--- config.mk ---
export PLATFORM = sky130hd
export DESIGN_NAME = regfile_port_arbiter
export DESIGN_NICKNAME = d
export VERILOG_FILES = /design/src/rtl/regfile_arb_pkg.sv /design/src/rtl/regfile_arb_resp_buf.sv /design/src/rtl/regfile_port_arbiter.sv
export SDC_FILE = /design/constraint.sdc
export NUM_CORES = 1
export LEC_CHECK = 0
export CAP_MARGIN = 10
export CORE_ASPECT_RATIO = 1.4
export CORE_MARGIN = 2
export CORE_UTILIZATION = 39
export CTS_BUF_LIST = sky130_fd_sc_hd__clkbuf_8
export DETAILED_ROUTE_END_ITERATION = 6
export PLACE_DENSITY = 0.89
export SKIP_LAST_GASP = 1
export SLEW_MARGIN = 40
export SYNTH_ARGS = -nofsm -noshare
export SYNTH_HDL_FRONTEND = slang
export SYNTH_SLANG_ARGS = --single-unit
--- constraint.sdc ---
create_clock -name clk -period 4.5 [get_ports clk]
set_clock_uncertainty 0.15 [all_clocks]
set_input_delay 0.675 -clock clk [delete_from_list [all_inputs] [get_ports clk]]
set_output_delay 0.675 -clock clk [all_outputs]
set_load 0.02 [all_outputs]
--- src/rtl/regfile_arb_pkg.sv ---
// Shared types and widths for the register-file port arbiter.
package regfile_arb_pkg;

  localparam int unsigned XLEN     = 32;
  localparam int unsigned REG_AW   = 5;
  localparam int unsigned STREAK_W = 4;

  typedef enum logic [1:0] {
    INIT   = 2'd0,
    IDLE   = 2'd1,
    RDWAIT = 2'd2,
    RESP   = 2'd3
  } arb_state_e;

  typedef struct packed {
    logic [REG_AW-1:0] rd;
    logic [XLEN-1:0]   data;
  } wb_req_t;

endpackage

--- src/rtl/regfile_arb_resp_buf.sv ---
// Holds one paired read result until the decode stage consumes it.
module regfile_arb_resp_buf #(
  parameter int unsigned XLEN = 32
) (
  input  logic            clk,
  input  logic            rst,
  input  logic            capture,
  input  logic [XLEN-1:0] rs1_in,
  input  logic [XLEN-1:0] rs2_in,
  input  logic            resp_ready,
  output logic            resp_valid,
  output logic [XLEN-1:0] resp_rs1v,
  output logic [XLEN-1:0] resp_rs2v
);

  // Capture on request, drop valid on consume; data stays put until recaptured.
  always_ff @(posedge clk or posedge rst) begin
    if (rst) begin
      resp_valid <= 1'b0;
      resp_rs1v  <= '0;
      resp_rs2v  <= '0;
    end else if (capture) begin
      resp_valid <= 1'b1;
      resp_rs1v  <= rs1_in;
      resp_rs2v  <= rs2_in;
    end else if (resp_valid && resp_ready) begin
      resp_valid <= 1'b0;
    end
  end

endmodule

--- src/rtl/regfile_port_arbiter.sv ---
// Shares the single register-file port between paired reads and writebacks.
module regfile_port_arbiter
  import regfile_arb_pkg::*;
#(
  parameter int unsigned XLEN          = 32,
  parameter int unsigned REG_AW        = 5,
  parameter int unsigned MAX_WB_STREAK = 4
) (
  input  logic              clk,
  input  logic              rst,
  input  logic              rd_req_valid,
  output logic              rd_req_ready,
  input  logic [REG_AW-1:0] rd_req_rs1,
  input  logic [REG_AW-1:0] rd_req_rs2,
  output logic              rd_resp_valid,
  input  logic              rd_resp_ready,
  output logic [XLEN-1:0]   rd_resp_rs1v,
  output logic [XLEN-1:0]   rd_resp_rs2v,
  input  logic              wb_valid,
  output logic              wb_ready,
  input  logic [REG_AW-1:0] wb_rd,
  input  logic [XLEN-1:0]   wb_data,
  output logic              rf_clr,
  output logic              rf_write,
  output logic [REG_AW-1:0] rf_rd,
  output logic [REG_AW-1:0] rf_rs1,
  output logic [REG_AW-1:0] rf_rs2,
  output logic [XLEN-1:0]   rf_din,
  input  logic [XLEN-1:0]   rf_rs1_out,
  input  logic [XLEN-1:0]   rf_rs2_out
);

  localparam logic [STREAK_W-1:0] STREAK_MAX = STREAK_W'(MAX_WB_STREAK);

  arb_state_e          state_q, state_d;
  logic [STREAK_W-1:0] streak_q;
  wb_req_t             wb_req;
  logic                wb_real;
  logic                rd_wins;
  logic                rd_gnt;
  logic                wr_gnt;

  assign wb_req = '{rd: wb_rd, data: wb_data};

  // State register; reset re-enters the clear cycle.
  always_ff @(posedge clk or posedge rst) begin
    if (rst) state_q <= INIT;
    else     state_q <= state_d;
  end

  // Arbitration, next state and register-file command lines.
  always_comb begin
    state_d      = state_q;
    rd_gnt       = 1'b0;
    wr_gnt       = 1'b0;
    rd_req_ready = 1'b0;
    wb_ready     = 1'b0;
    rf_clr       = 1'b0;
    rf_write     = 1'b0;
    rf_rd        = '0;
    rf_rs1       = '0;
    rf_rs2       = '0;
    rf_din       = '0;
    // x0 writes never use the port, so they cannot block a read
    wb_real      = wb_valid && (wb_req.rd != '0);
    rd_wins      = !wb_real || (streak_q == STREAK_MAX);

    unique case (state_q)
      INIT: begin
        rf_clr  = 1'b1;
        state_d = IDLE;
      end
      IDLE: begin
        rd_req_ready = rd_wins;
        rd_gnt       = rd_req_valid && rd_wins;
        if (rd_gnt) state_d = RDWAIT;
      end
      RDWAIT: state_d = RESP;
      RESP: begin
        if (rd_resp_ready) state_d = IDLE;
      end
      default: state_d = INIT;
    endcase

    if (state_q != INIT) begin
      wr_gnt   = wb_real && !rd_gnt;
      wb_ready = !rd_gnt || (wb_req.rd == '0);
    end

    if (wr_gnt) begin
      rf_write = 1'b1;
      rf_rd    = wb_req.rd;
      rf_din   = wb_req.data;
    end else if (rd_gnt) begin
      rf_rs1 = rd_req_rs1;
      rf_rs2 = rd_req_rs2;
    end
  end

  // Consecutive write wins against a waiting read; bounded to stop starvation.
  always_ff @(posedge clk or posedge rst) begin
    if (rst) begin
      streak_q <= '0;
    end else if (!rd_req_valid || rd_gnt) begin
      streak_q <= '0;
    end else if (wr_gnt && (state_q == IDLE) && (streak_q != STREAK_MAX)) begin
      streak_q <= streak_q + STREAK_W'(1);
    end
  end

  regfile_arb_resp_buf #(
    .XLEN (XLEN)
  ) u_resp_buf (
    .clk        (clk),
    .rst        (rst),
    .capture    (state_q == RDWAIT),
    .rs1_in     (rf_rs1_out),
    .rs2_in     (rf_rs2_out),
    .resp_ready (rd_resp_ready),
    .resp_valid (rd_resp_valid),
    .resp_rs1v  (rd_resp_rs1v),
    .resp_rs2v  (rd_resp_rs2v)
  );

endmodule

==> reports/results.txt <==
Gate Count Post-Synth - 242
Crit path max fanout - 38
# hold bufs at CTS - 0
Remaining DRCs - 0
Non-Filler Cell Area, Final - 0.005897 mm^2
Die W - 81.34 um
WL/cell - 17.18 um
Largest cells by area after synthesis - dfrtp_1 (54%), mux2_2 (22%), and2_1 (5.4%)
Crit Path Category - in2out
Met2 Track Usage GR - 38.42%
Flip-flop and latch count after synthesis - 71
Synth warn - 0
Complex-gate fraction of the synthesized area - 2.874%
Count of final setup violators - 0
Mux contribution to synthesized area - 22.72%
DR vias/cell - 4.783
Largest net degree at the start of global routing - 48
Worst-path clk slew - 0.07 ns
CORE AREA - 0.008149 mm^2
H-tree Lvls - 3
Setup TNS - 0 ns
Largest family of logic cells by synthesized area - multiplexers
Main flop type after synthesis - dfrtp_1
Achievable frequency - 260.7 MHz
Yosys cell types - 30
Antenna violation net count after detailed routing - 0
First-pass GRT wire length - 15.30 mm
Period minus WS final - 3.835 ns
Initial antenna violation count - 3
Most frequent cells in the layout - clkdlybuf4s50_1 (231), dfrtp_1 (71), mux2_2 (65)
Post-Synth XOR/XNOR Area - 0.2682%
Clk Latency, worst-skew pair - 0.34 ns
Synth Area in Simple Gates - 14.48%
Global placement routability congestion - 0.8421
Arrival @ worst endpoint - 3.01 ns
Cell row count - 39
PostCTS Resize Cnt - 0
Leak - 2.430 nW
Post-synth ARST share - 100.0%
Reg2Reg Depth - 4
Met3 Track Usage GR - 13.18%
Initial Utilization - 40.07%
Vias in the first global route - 3036
# fillers - 560
DR pass1 iterations - 4
CTS Buffer Depth - 2
CP required - 3.67 ns
Die Span Y - 112.3 um
Slew margin rel. - 55.41%
Met1 global-route usage - 21.76%
Synth Area in Adders - 2.299%
Max-Cap Viols - 0
Layout cells sized above 1 - 23.13%
Hold/Removal Path Class - reg2reg
Most common cell after layout, fill and taps aside - clkdlybuf4s50_1
Least-Margin Pin Slew - 0.6673 ns
Netlist Area Pre-Place - 0.003266 mm^2
GR Util All Layers - 22.75%
Worst hold path depth - 1
Setup repair bufs after CTS - 0
Syn Nets - 364
Syn Area/Cell - 13.49 um^2
CTS tree - yes
Routed WL - 10.04 mm
CP Capture Type - primary output
Port bufs - 231
Detailed placement HPWL - 7.974 mm
Synthesis-to-layout area growth - 80.57%
TritonCTS Sinks - 71
Total grt overflow - 0
Endpoints failing hold - 0
DP Area - 0.005670 mm^2
Startpoint Class - input port
DRT iter0 DRCs - 48
Power density cells - 628.8 mW/mm^2
Seq/Total Area, Yosys - 54.41%
Reg area - 0.001777 mm^2
Post-synth EDFFs - 0
Multi-input logic area - 0.001410 mm^2
Util after Layout - 72.36%
Die Area - 0.009131 mm^2
Slew Viols, Final - 0
Status - complete, no violations
CTS Buf Count - 9
Nets - 597
Period utilization - 85.23%
RSZ-0062 raised after global routing - no
IO Count - 232
Yosys top cell by area - dfrtp_1
Most Crowded Layer GR - met2
Synth top area share - 54.41%
Via count - 2793
CTS root buffer - clkbuf_8
Max VDD drop - 565.7 uV
power breakdown:
part           internal (mW)  switching [mW]
Clock                  0.325           0.239
Combinational           1.10           0.919
Sequential             0.955           0.169
Total                   2.38            1.33
path summary, 6_finish.rpt:
| kind | from | endpoint | slack (ns) |
|---|---|---|---|
| setup / recovery | wb_valid | rf_din[15] | 0.66 |
| setup reg to reg | state_q[0] | u_resp_buf.resp_rs2v[18] | 2.32 |
| max in group asynchronous | rst | u_resp_buf.resp_rs2v[4] | 2.84 |
| hold / removal | u_resp_buf.resp_valid | u_resp_buf.resp_valid | 0.33 |
| min in group asynchronous | rst | u_resp_buf.resp_rs1v[28] | 0.59 |
| hold reg to reg | u_resp_buf.resp_valid | u_resp_buf.resp_valid | 0.33 |
synth_stat cells, types with 3 or more instances:
library cell and count:
buf_6 3, a21oi_1 3, dfrtp_1 71, inv_1 7
buf_2 5, clkbuf_1 3, mux2_2 65, nor2_1 3
and2_4 20, and2_1 28, ha_1 6, o21ai_0 4
critical path, stage by stage:
cell	delay (ns)
clkdlybuf4s50_1	0.55
nor2b_1	0.21
o21ai_0	0.17
nor2_4	0.55
and2_4	0.24
clkdlybuf4s50_1	0.60
cell families after synthesis:
logic type	Yosys count
flops	71
simple gates	67
mux	66
buf+inv	18
compound gates	13
fa+ha+maj	6
xor+xnor	1
sequential cells by signal (all words and copies together) (netlist names):
register               cells
state_q                    2
streak_q                   4
u_resp_buf.resp_rs1v      32
u_resp_buf.resp_rs2v      32
u_resp_buf.resp_valid      1
routing by layer:
metal  vias up  share of wire, %
li1       1294                 -
met1      1295                32
met2       179                50
met3        21                15
met4         4               2.4
met5         -              0.26
layout make-up:
type	count	share of cell area [%]
clock inverters	6	1.422
diodes	2	0.08487
well taps	102	2.164
clock buffers	10	2.334
inverters	7	0.4880
repair buffers	233	39.47
multi-input cells	153	23.91
flip-flops and latches	71	30.13
metrics by stage:
| stage | hold slack (ns) | power (mW) | setup slack [ns] | std cells |
|---|---|---|---|---|
| floorplan | 0.3629 | 2.193 | 1.744 | 242 |
| global placement | 0.3144 | 3.103 | 0.3911 | 566 |
| detailed placement | 0.3194 | 3.168 | 0.6788 | 566 |
| CTS | 0.3385 | 3.754 | 0.6721 | 582 |
| global route | 0.3603 | 3.901 | 0.5097 | 582 |
| finish | 0.3330 | 3.708 | 0.6648 | 584 |
Power figures use the tool's default switching activity.
